$ cat src/rtl/cond_unit.sv
// cond_unit: NZCV flag register and condition-execution gate for the decoder's PCS/RegW/MemW strobes.
// Define COND_PERF_CNT_EN to add saturating ExecCnt/SkipCnt performance counters.
module cond_unit #(
    parameter logic [3:0]  RESET_FLAGS = 4'b0000,
    parameter int unsigned CNT_W       = 16
) (
    input  logic             clk,
    input  logic             reset_n,
    input  logic             valid,
    input  logic             stall,
    input  logic [3:0]       Cond,
    input  logic [3:0]       ALUFlags,
    input  logic [1:0]       FlagW,
    input  logic             PCS,
    input  logic             RegW,
    input  logic             MemW,
    output logic             CondEx,
    output logic             PCSrc,
    output logic             RegWrite,
    output logic             MemWrite,
`ifdef COND_PERF_CNT_EN
    output logic [CNT_W-1:0] ExecCnt,
    output logic [CNT_W-1:0] SkipCnt,
`endif
    output logic [3:0]       Flags
);

    function automatic logic cond_eval(input logic [3:0] cond, input logic [3:0] nzcv);
        logic n, z, c, v, r;
        n = nzcv[3];
        z = nzcv[2];
        c = nzcv[1];
        v = nzcv[0];
        case (cond)
            4'b0000: r = z;
            4'b0001: r = ~z;
            4'b0010: r = c;
            4'b0011: r = ~c;
            4'b0100: r = n;
            4'b0101: r = ~n;
            4'b0110: r = v;
            4'b0111: r = ~v;
            4'b1000: r = c & ~z;
            4'b1001: r = ~(c & ~z);
            4'b1010: r = (n == v);
            4'b1011: r = (n != v);
            4'b1100: r = ~z & (n == v);
            4'b1101: r = ~(~z & (n == v));
            default: r = 1'b1;
        endcase
        return r;
    endfunction

    logic [3:0] flags_q, flags_d;
    logic       cond_ex_s, go_s;

    // Condition check uses only the registered flags, so ALU results affect the next instruction.
    always_comb begin
        cond_ex_s = cond_eval(Cond, flags_q);
        go_s      = valid & ~stall & reset_n & cond_ex_s;
    end

    assign CondEx   = cond_ex_s;
    assign PCSrc    = PCS  & go_s;
    assign RegWrite = RegW & go_s;
    assign MemWrite = MemW & go_s;
    assign Flags    = flags_q;

    // FlagW is only looked at once the instruction commits, so an X there cannot leak in.
    always_comb begin
        flags_d = flags_q;
        if (go_s) begin
            if (FlagW[1]) flags_d[3:2] = ALUFlags[3:2];
            else          flags_d[3:2] = flags_q[3:2];
            if (FlagW[0]) flags_d[1:0] = ALUFlags[1:0];
            else          flags_d[1:0] = flags_q[1:0];
        end else begin
            flags_d = flags_q;
        end
    end

    // Flag register with synchronous active-low reset.
    always_ff @(posedge clk) begin
        if (!reset_n) flags_q <= RESET_FLAGS;
        else          flags_q <= flags_d;
    end

`ifdef COND_PERF_CNT_EN
    localparam logic [CNT_W-1:0] CNT_MAX = {CNT_W{1'b1}};
    localparam logic [CNT_W-1:0] CNT_ONE = {{(CNT_W-1){1'b0}}, 1'b1};

    logic [CNT_W-1:0] exec_cnt_q, exec_cnt_d;
    logic [CNT_W-1:0] skip_cnt_q, skip_cnt_d;

    // Saturating counters; stalled cycles are neither executed nor skipped.
    always_comb begin
        exec_cnt_d = exec_cnt_q;
        skip_cnt_d = skip_cnt_q;
        if (valid && !stall) begin
            if (cond_ex_s) begin
                if (exec_cnt_q != CNT_MAX) exec_cnt_d = exec_cnt_q + CNT_ONE;
                else                       exec_cnt_d = exec_cnt_q;
            end else begin
                if (skip_cnt_q != CNT_MAX) skip_cnt_d = skip_cnt_q + CNT_ONE;
                else                       skip_cnt_d = skip_cnt_q;
            end
        end else begin
            exec_cnt_d = exec_cnt_q;
            skip_cnt_d = skip_cnt_q;
        end
    end

    // Counter registers, cleared by reset.
    always_ff @(posedge clk) begin
        if (!reset_n) begin
            exec_cnt_q <= '0;
            skip_cnt_q <= '0;
        end else begin
            exec_cnt_q <= exec_cnt_d;
            skip_cnt_q <= skip_cnt_d;
        end
    end

    assign ExecCnt = exec_cnt_q;
    assign SkipCnt = skip_cnt_q;
`else
    localparam int unsigned unused_cnt_w = CNT_W;
`endif

endmodule

$ cat config.mk
export PLATFORM = sky130hd
export DESIGN_NAME = cond_unit
export DESIGN_NICKNAME = d
export VERILOG_FILES = /design/src/rtl/cond_unit.sv
export SDC_FILE = /design/constraint.sdc
export NUM_CORES = 1
export LEC_CHECK = 0
export ABC_AREA = 1
export BUFFER_PORTS_ARGS = -buffer_cell sky130_fd_sc_hd__buf_2
export CORE_MARGIN = 4
export CORE_UTILIZATION = 35
export DETAILED_ROUTE_END_ITERATION = 12
export PLACE_DENSITY = 0.63
export SETUP_SLACK_MARGIN = 0.05
export SLEW_MARGIN = 20
export SYNTH_ARGS = -nofsm -noshare
export SYNTH_HDL_FRONTEND = slang
export SYNTH_SLANG_ARGS = --single-unit
export TNS_END_PERCENT = 20
$ cat constraint.sdc
create_clock -name clk -period 2.4 [get_ports clk]
set_clock_uncertainty 0.1 [all_clocks]
set_input_delay 0.72 -clock clk [delete_from_list [all_inputs] [get_ports clk]]
set_output_delay 0.72 -clock clk [all_outputs]
set_load 0.1 [all_outputs]
==> results.sh, run 1 <==
export IMPL_status="finished, violations left"
export IMPL_violations="negative setup slack"
export IMPL_slew_viol_final=0
export IMPL_total_power_mw=0.3311
export IMPL_critPathMaxStageDelay_ns=0.18
export IMPL_dp_slack_ns=-0.2816
export IMPL_grt_max_degree=8
export IMPL_ant_nets=0
export IMPL_final_cell_mix="nand2_1, buf_2, inv_1"
export IMPL_cts_sinks=4
export IMPL_critPathCapture="RegWrite"
export IMPL_r2r_start="Flags[2]"
export IMPL_htree_num_levels=1
export IMPL_post_cts_setup_buffers=0
export IMPL_hold_violations=0
export IMPL_area_delta_synth_final_pct=94.66
export IMPL_drcViolationCount=0
export IMPL_synth_top_area_cell="nand2_1"
export IMPL_worst_pin_slew_ns=0.4944
export IMPL_clock_path_buffers=2
export IMPL_rsz0062_at_grt="true"
export IMPL_r2r_setup_slack_ns=0.83
export IMPL_die_h_um=46.38
export IMPL_crit_required_ns=1.58
export IMPL_setup_violations=4
export IMPL_period_share_pct=104.6
export IMPL_critPathSlowestCell="buf_12"
export IMPL_grt_pass1_vias=603
export IMPL_rows=13
export IMPL_crit_chain="buf_12 > clkinv_8 > nand2_8 > nor2_4 > nand3_2 > nand2_2 > inv_2 > nand3_4 > nand2_4 > nor2_4 > buf_12"
export IMPL_startpoint="Cond[1]"
export IMPL_rr_endpoint="Flags[2]"
export IMPL_final_common_cell="nand2_1"
export IMPL_ir_drop_uv=388.3
export IMPL_netlist_area_leader_share_pct=26.94
export IMPL_fin_util_pct=74.33
export IMPL_routed_via_density=4.745
export IMPL_syn_inst=98
export IMPL_cts_tree="built"
export IMPL_clock_fmax_ghz=0.3985
export IMPL_first_iter_violations=10
export IMPL_worst_ep_arrival_time_ns=1.69
export IMPL_critical_path_class="in -> out"
export IMPL_period_needed_ns=2.509
export IMPL_clk_pin_slew_ns=0.03
export IMPL_grt_pass1_wl_um=2415
export IMPL_path_buf_inv=4
export IMPL_synth_fp_nets=115
export IMPL_ys_warn_count=0
export IMPL_cp_top_family="simple AND/OR/NAND/NOR gates"
export IMPL_drt_wl_total_um=1529
export IMPL_fp_dieArea_mm2=0.002151
export IMPL_global_route_overflow_total=0
export IMPL_wire_per_inst_um=10.84
export IMPL_start_util_pct=38.18
export IMPL_place_gp_congestion=0.8038
export IMPL_hold_worst_slack_ns=0.4999
export IMPL_synthTopCellsByArea="nand2_1, dfxtp_1, inv_1"
export IMPL_vias=669
export IMPL_fin_tns_setup_ns=-0.4108
export IMPL_chipWidth_um=46.38
export IMPL_nFillCells=110
export IMPL_power_density_mw_per_mm2=330.0
export IMPL_syn_avg_cell_area_um2=5.260
export IMPL_crit_fanout=6
export IMPL_crit_path_end_kind="output port"
export IMPL_clockRootBuffer="clkbuf_4"
export IMPL_layout_drive_gt1_share_pct=63.49
export IMPL_worst_path_stages=11
export IMPL_yosysUniqueCellTypes=14
export IMPL_netlist_area_um2=515.5
export IMPL_track_usage_pct=16.42
export IMPL_layout_nets=145
export IMPL_largest_reg_flops=4
export IMPL_ios=25
export IMPL_setup_ws_ns=-0.1093
export IMPL_clkLatencyLatePin_ns=0.23
export IMPL_r2r_cells=12
export IMPL_coreArea_mm2=0.001350
export IMPL_n_antenna_cell=0
export IMPL_antenna_found_initial=0
export IMPL_power_leakage_nw=0.5051
export IMPL_io_buffers=24
export IMPL_cap_violations=0
export IMPL_synth_seq_cells=4
export IMPL_cts_inserted_buffers=3
export IMPL_hold_class="reg -> reg"
export IMPL_ys_seq_area_share_pct=15.53
export IMPL_crit_path_start_kind="input pin"
export IMPL_dr_pass1_iters=4
export IMPL_dp_hpwl_um=1196
export IMPL_max_slew_margin_rel_pct=67.26
per-layer routing:
layer  vias up  share of wire (%)  global-route usage, %
met2        18                 52                  26.37
met4         0                2.6                  11.93
met5         -                  0                      0
met3         5                5.7                  2.344
li1        355                  -                      -
met1       291                 40                  19.50
final cells by class:
| type | count | area, um^2 | share of cell area (%) |
|---|---|---|---|
| multi-input combinational | 73 | 514.2 | 51.25 |
| timing repair buffer | 26 | 241.5 | 24.06 |
| inverter | 20 | 111.4 | 11.10 |
| sequential | 4 | 95.09 | 9.476 |
| clock buffer | 3 | 22.52 | 2.244 |
| tap | 15 | 18.77 | 1.870 |
stage by stage:
step / instance area [um^2] / std cells
final: 1003 / 141
after global placement: 834.6 / 138
after CTS: 915.9 / 141
after detailed placement: 834.6 / 138
after global routing: 1003 / 141
after floorplan: 624.3 / 98
worst reg2reg max path, cell delays in order (launching register included):
cell	delay [ns]
dfxtp_4	0.34
inv_1	0.16
nand2_1	0.12
nand2_4	0.08
nand3_2	0.07
nand2_2	0.08
nor2_4	0.04
nand3_4	0.09
buf_6	0.14
nand3_2	0.08
nand2_1	0.08
inv_2	0.04
nor2_2	0.08
report_power, final:
part           switching [mW]  internal, mW  leakage, nW
combinational           0.114        0.0678        0.456
clock                  0.0259        0.0558       0.0138
sequential            0.00217        0.0656       0.0355
timing repair:
item | 4_1_cts | 5_1_grt
hold buffers | 0 | 0
setup endpoints to repair | 4 | 4
pin swaps | 8 | 16
resized for setup | 18 | 21
synthesized netlist by cell type:
library cell / count
nor2_4: 1
nand4_1: 4
nand3_1: 8
nand3_2: 3
nor2_2: 6
inv_2: 4
clkbuf_1: 1
dfxtp_1: 4
inv_1: 16
nand2_1: 37
nor2_1: 11
nand2_2: 1
and3b_1: 1
nand3_4: 1
logic make-up (layout without fill, tap and decap cells):
kind of cell	Yosys count	count (layout)	share of synthesized area [%]
AND/OR/NAND/NOR	73	73	69.18
buffers and inverters	21	49	15.29
flip-flops	4	4	15.53
worst min-delay path by stage:
stage | from | to | slack (ns) | cells after the start
after floorplan | Flags[0] | Flags[0] | 0.61 | 4
after global placement | Flags[0] | Flags[0] | 0.50 | 4
final | Flags[0] | Flags[0] | 0.50 | 4
after detailed placement | Flags[0] | Flags[0] | 0.49 | 4
after CTS | Flags[0] | Flags[0] | 0.50 | 4
after global routing | Flags[0] | Flags[0] | 0.53 | 4
Note: power is estimated with default switching activity, not from simulation.
==> run 2, diff against run 1 <==
Settings changed: ABC_AREA 1 to default, CORE_AREA from default to 4 4 41 43, CORE_MARGIN 4 to default, CORE_UTILIZATION 35 to default, DIE_AREA from default to 0 0 45 47, PLACE_DENSITY 0.63 to 0.56, SLEW_MARGIN 20 to 10.
==> run 2 against run 1 <==
  * The flow still finishes with violations (negative setup slack)
  * Count of clock-buffer cells in the layout is 1 higher
  * Power decreased by 10%
  * Combinational power shrank 26%
  * Register-to-register slack worse by 0.33 ns
  * Maximum frequency decreased by 14%
  * Worst hold slack worse by 0.077 ns
  * Global-route usage shrank 3.1 points
  * Sequential cell count unchanged
  * First-iteration DRC count shrank 50%
  * Clock power increased by 16%
  * Non-clock buffer count increased by 9
  * Synthesized area fell by 32%
  * Highest routed layer unchanged
==> results.sh, run 2 <==
export IMPL_cts_tree="built"
export IMPL_cts_inserted_buffers=3
export IMPL_ant_nets=0
export IMPL_drcViolationCount=0
export IMPL_violations="negative setup slack"
export IMPL_routed_via_density=4.853
export IMPL_use_met3_pct=7.280
export IMPL_synth_top_area_cell="dfxtp_1"
export IMPL_async_reset_ff_share_pct=0
export IMPL_r2r_cells=7
export IMPL_fin_util_pct=57.60
export IMPL_combPwrFrac_pct=45.1
export IMPL_r2r_setup_slack_ns=0.50
export IMPL_yosysMostFrequentCell="and3_1"
export IMPL_critPathMaxStageDelay_ns=0.40
export IMPL_critPathSlowestCell="or3b_4"
export IMPL_clockRootBuffer="clkbuf_4"
export IMPL_setup_violations=4
export IMPL_fin_tns_setup_ns=-1.908
export IMPL_die_h_um=47
export IMPL_vias=461
export IMPL_worst_ep_arrival_time_ns=2.09
export IMPL_grt_busiest_layer="met2"
export IMPL_period_share_pct=121.3
export IMPL_layout_drive_gt1_share_pct=72.50
export IMPL_track_usage_pct=13.36
export IMPL_fp_dieArea_mm2=0.002115
export IMPL_ys_warn_count=0
export IMPL_final_common_cell="buf_2"
export IMPL_synth_edf_count=0
export IMPL_global_route_overflow_total=0
export IMPL_syn_avg_cell_area_um2=8.606
export IMPL_slew_viol_final=0
export IMPL_crit_chain="buf_2 > or3b_4 > a21oi_2 > a311oi_2 > o221ai_4 > and3_4 > and2_4 > buf_12"
export IMPL_rows=13
export IMPL_path_buf_inv=2
export IMPL_first_iter_violations=5
export IMPL_met2_usage_pct=21.75
export IMPL_yosysUniqueCellTypes=20
export IMPL_switching_share_pct=36.73
export IMPL_antenna_found_initial=0
export IMPL_crit_path_start_kind="input pin"
export IMPL_hp_start="Flags[2]"
export IMPL_p_sw_mw=0.1091
export IMPL_ir_drop_uv=261.6
export IMPL_clock_fmax_ghz=0.3434
export IMPL_wire_per_inst_um=13.13
export IMPL_crit_fanout=4
export IMPL_syn_inst=41
export IMPL_synthTopCellsByArea="dfxtp_1, a31o_1, and3_1"
export IMPL_n_antenna_cell=0
export IMPL_rsz0062_at_grt="true"
export IMPL_intPower_mw=0.1880
export IMPL_cap_violations=0
export IMPL_power_density_mw_per_mm2=396.5
export IMPL_layout_nets=98
export IMPL_grt_max_degree=8
export IMPL_clock_path_buffers=2
export IMPL_drt_wl_total_um=1247
export IMPL_ios=25
export IMPL_seq_area_um2=92.59
export IMPL_period_needed_ns=2.912
export IMPL_setup_ws_ns=-0.5121
export IMPL_hold_worst_slack_ns=0.4229
export IMPL_pwr_share_clk_pct=31.8
export IMPL_io_buffers=24
export IMPL_critical_path_class="in -> out"
export IMPL_multi_input_area_um2=332.8
export IMPL_grt_pass1_vias=453
export IMPL_rr_endpoint="Flags[1]"
export IMPL_worstHoldEndpoint="Flags[2]"
export IMPL_ys_top_cells_by_count="and3_1, a31o_1, dfxtp_1, nand2_1"
export IMPL_power_leakage_nw=0.3535
export IMPL_status="finished, violations left"
export IMPL_chipWidth_um=45
export IMPL_area_delta_synth_final_pct=112.4
export IMPL_largest_reg_flops=4
export IMPL_clkLatencyLatePin_ns=0.24
export IMPL_fin_area_um2=749.5
export IMPL_crit_path_end_kind="output port"
export IMPL_synthFlopType="dfxtp_1"
export IMPL_netlist_area_leader_share_pct=22.70
export IMPL_cts_sinks=4
export IMPL_netlist_area_um2=352.8
export IMPL_final_cell_mix="buf_2, buf_4"
export IMPL_pwr_share_seq_pct=23.1
export IMPL_hold_violations=0
export IMPL_max_slew_margin_rel_pct=67.24
export IMPL_place_area_um2=665.6
export IMPL_clk_pin_slew_ns=0.05
export IMPL_start_util_pct=27.12
export IMPL_nFillCells=120
export IMPL_hold_class="reg -> reg"
export IMPL_coreArea_mm2=0.001301
export IMPL_synth_fp_nets=58
export IMPL_r2r_start="Flags[3]"
export IMPL_place_gp_congestion=0.7056
export IMPL_cp_top_family="simple AND/OR/NAND/NOR gates"
export IMPL_worst_pin_slew_ns=0.4948
export IMPL_grt_use_met1_pct=15.49
export IMPL_grt_pass1_wl_um=2001
export IMPL_htree_num_levels=1
export IMPL_dp_hpwl_um=984.2
export IMPL_dr_pass1_iters=4
export IMPL_synth_seq_cells=4
export IMPL_ys_seq_area_share_pct=22.70
export IMPL_hold_path_depth=1
export IMPL_crit_required_ns=1.58
run 2: changes by cell type after synthesis, moves of 4 or more:
cell     previous run  this run
nor2_1             11         1
nor2_2              6         0
inv_1              16         1
nand3_1             8         1
and3_1              0         5
a31o_1              0         4
nand4_1             4         0
inv_2               4         0
nand2_1            37         4
run 2: cell type report:
cell class	count	area share, %
Clock buffer	4	3.506
Timing Repair Buffer	35	36.73
Inverter	1	0.5008
Multi-Input combinational cell	36	44.41
Tap cell	15	2.504
Sequential cell	4	12.35
run 2: metal layers:
metal  routed length (um)  vias to the layer above
li1                     -                      230
met1                  498                      215
met2                  655                       14
met3                   77                        2
met4                   15                        0
met5                    0                        -
run 2: logic make-up after synthesis:
logic type,count (synthesis),share of synthesized area [%]
AOI/OAI and AO/OA,8,21.98
DFF,4,22.70
buffers and inverters,1,1.063
muxes,3,8.511
and+or+nand+nor,21,35.82
xor gates and xnor gates,4,9.931
run 2: metrics by stage:
| step | power (mW) | worst slack [ns] | instances |
|---|---|---|---|
| global route | 0.3162 | -0.5498 | 95 |
| global placement | 0.1910 | -0.6262 | 91 |
| detailed placement | 0.1931 | -0.6277 | 91 |
| CTS | 0.2968 | -0.5163 | 95 |
| floorplan | 0.1392 | -0.7793 | 41 |
| finish | 0.2972 | -0.5121 | 95 |
run 2: power by group through the flow:
stage | sequential (mW) | clock (mW) | combinational (mW)
6_report | 0.0686 | 0.0945 | 0.134
4_1_cts | 0.0684 | 0.0963 | 0.132
3_3_place_gp | 0.0690 | 0 | 0.122
5_1_grt | 0.0688 | 0.107 | 0.140
3_5_place_dp | 0.0691 | 0 | 0.124
2_1_floorplan | 0.0824 | 0 | 0.0568
run 2: worst reg2reg max path: stages (launching register included):
cell,delay (ns)
dfxtp_4,0.36
xnor2_4,0.14
a21o_1,0.16
a311oi_2,0.32
o221ai_4,0.16
buf_4,0.19
and3_1,0.16
a31o_1,0.18
run 2: timing repair:
item,4_1_cts,5_1_grt
setup endpoints to repair,4,4
gates cloned,0,0
resized for setup,10,3
pin swaps,8,1
setup buffers,0,0
hold buffers,0,0
run 2: how the worst max path moves through the flow:
| stage | startpoint | end | slack (ns) | depth (start not counted) |
|---|---|---|---|---|
| after floorplan | Cond[0] | MemWrite | -0.78 | 6 |
| after global placement | Cond[0] | PCSrc | -0.63 | 8 |
| after detailed placement | Cond[0] | MemWrite | -0.63 | 8 |
| after CTS | Cond[0] | MemWrite | -0.52 | 8 |
| after global routing | Cond[3] | RegWrite | -0.55 | 8 |
| final | Cond[1] | MemWrite | -0.51 | 8 |
==> run 3, diff against run 2 <==
Settings changed: CTS_BUF_LIST from default to sky130_fd_sc_hd__clkbuf_16, SKIP_CTS_REPAIR_TIMING from default to 1.
==> run 3 against run 2 <==
  * The flow still finishes with violations (negative setup slack)
  * Die area unchanged
  * Final cell count unchanged
  * Worst setup slack got worse by 0.022 ns
  * Register-to-register slack improved by 0.03 ns
  * Power increased by 57%
  * Count of clock-buffer cells in the layout decreased by 1
  * Sequential power about the same
  * Cell area increased by 7.3%
  * Routed wire length decreased by 0.64%
==> results.sh, run 3 (synthesis gave the netlist of run 2 again) <==
export IMPL_fp_dieArea_mm2=0.002115
export IMPL_n_antenna_cell=0
export IMPL_violations="negative setup slack"
export IMPL_ios=25
export IMPL_power_leakage_nw=0.3815
export IMPL_startpoint="Cond[2]"
export IMPL_fin_area_um2=804.5
export IMPL_seq_area_um2=92.59
export IMPL_period_share_pct=122.2
export IMPL_nFillCells=109
export IMPL_grt_pass1_wl_um=1869
export IMPL_final_common_cell="buf_2"
export IMPL_clkLatencyLatePin_ns=0.23
export IMPL_crit_path_start_kind="input pin"
export IMPL_hp_start="Flags[2]"
export IMPL_hold_violations=0
export IMPL_ant_nets=0
export IMPL_drcViolationCount=0
export IMPL_die_h_um=47
export IMPL_crit_required_ns=1.58
export IMPL_drt_wl_total_um=1239
export IMPL_coreArea_mm2=0.001301
export IMPL_dp_slack_ns=-0.6277
export IMPL_fin_tns_setup_ns=-2.006
export IMPL_period_needed_ns=2.934
export IMPL_dr_pass1_iters=4
export IMPL_start_util_pct=27.12
export IMPL_setup_ws_ns=-0.5337
export IMPL_antenna_found_initial=0
export IMPL_first_iter_violations=4
export IMPL_worst_ep_arrival_time_ns=2.11
export IMPL_power_density_mw_per_mm2=580.9
export IMPL_hold_path_depth=1
export IMPL_final_cell_mix="buf_2, buf_4, buf_12"
export IMPL_routed_via_density=4.663
export IMPL_io_buffers=24
export IMPL_area_delta_synth_final_pct=128.0
export IMPL_max_slew_margin_rel_pct=67.30
export IMPL_rows=13
export IMPL_largest_reg_flops=4
export IMPL_r2r_start="Flags[3]"
export IMPL_clk_pin_slew_ns=0.03
export IMPL_global_route_overflow_total=0
export IMPL_setup_violations=4
export IMPL_clockRootBuffer="clkbuf_16"
export IMPL_cts_sinks=4
export IMPL_layout_drive_gt1_share_pct=72.50
export IMPL_track_usage_pct=12.72
export IMPL_layout_nets=98
export IMPL_htree_num_levels=1
export IMPL_clock_path_buffers=2
export IMPL_dp_hpwl_um=984.2
export IMPL_cts_inserted_buffers=3
export IMPL_r2r_setup_slack_ns=0.53
export IMPL_grt_pass1_vias=427
export IMPL_grt_max_degree=8
export IMPL_rsz0062_at_grt="true"
export IMPL_multi_input_area_um2=332.8
export IMPL_rr_endpoint="Flags[1]"
export IMPL_r2r_cells=7
export IMPL_clock_fmax_ghz=0.3409
export IMPL_crit_path_end_kind="output port"
export IMPL_wire_per_inst_um=13.04
export IMPL_place_gp_congestion=0.7056
export IMPL_status="finished, violations left"
export IMPL_cap_violations=0
export IMPL_hold_class="reg -> reg"
export IMPL_place_area_um2=665.6
export IMPL_worstHoldEndpoint="Flags[2]"
export IMPL_ir_drop_uv=436.4
export IMPL_vias=443
export IMPL_worst_pin_slew_ns=0.4939
export IMPL_slew_viol_final=0
export IMPL_chipWidth_um=45
export IMPL_cts_tree="built"
export IMPL_crit_fanout=4
export IMPL_critical_path_class="in -> out"
==> run 3: changes by cell type in the layout (fill, tap and decap cells not counted), sizes merged <==
cell,before,now
clkbuf,4,3
inv,1,2
==> run 3: layout make-up <==
type / count / share of cell area, %
clock buffers: 3 / 9.331
repair buffers: 35 / 34.53
well taps: 15 / 2.333
inverters: 1 / 0.4666
flip-flops and latches: 4 / 11.51
multi-input cells: 36 / 41.37
clock inverters: 1 / 0.4666
==> run 3: critical path: stages <==
cell	delay [ns]
buf_2	0.13
mux2i_2	0.26
mux2i_2	0.10
a311oi_2	0.26
o221ai_4	0.16
and3_4	0.18
and2_4	0.14
buf_12	0.16
==> run 3: per-stage QoR <==
stage | hold WS (ns) | total power [mW] | utilization, % | instances
2_1_floorplan | 0.5800 | 0.1392 | - | 41
3_3_place_gp | 0.3987 | 0.1910 | 51.15 | 91
3_5_place_dp | 0.4094 | 0.1931 | 51.15 | 91
4_1_cts | 0.4214 | 0.4644 | 57.21 | 95
5_1_grt | 0.4332 | 0.4896 | 61.83 | 95
6_report | 0.4192 | 0.4674 | 61.83 | 95
==> run 3: worst max-delay path by stage <==
stage | end | depth (start not counted) | slack (ns)
2_1_floorplan | MemWrite | 6 | -0.78
3_3_place_gp | PCSrc | 8 | -0.63
3_5_place_dp | MemWrite | 8 | -0.63
4_1_cts | MemWrite | 8 | -0.64
5_1_grt | RegWrite | 8 | -0.59
6_report | MemWrite | 8 | -0.53
==> run 3: layer usage <==
layer | up-vias | global-route usage [%] | wire [um]
met4 | 0 | 3.509 | 11
met2 | 11 | 19.77 | 619
li1 | 231 | - | -
met5 | - | 0 | 0
met1 | 199 | 14.55 | 524
met3 | 2 | 8.046 | 83
==> run 3: report_power, final <==
part | leakage (nW) | switching, mW | internal (mW)
Sequential | 0.0352 | 0.00222 | 0.0665
Combinational | 0.304 | 0.0742 | 0.0596
Clock | 0.0423 | 0.0496 | 0.215
Total | 0.381 | 0.126 | 0.341
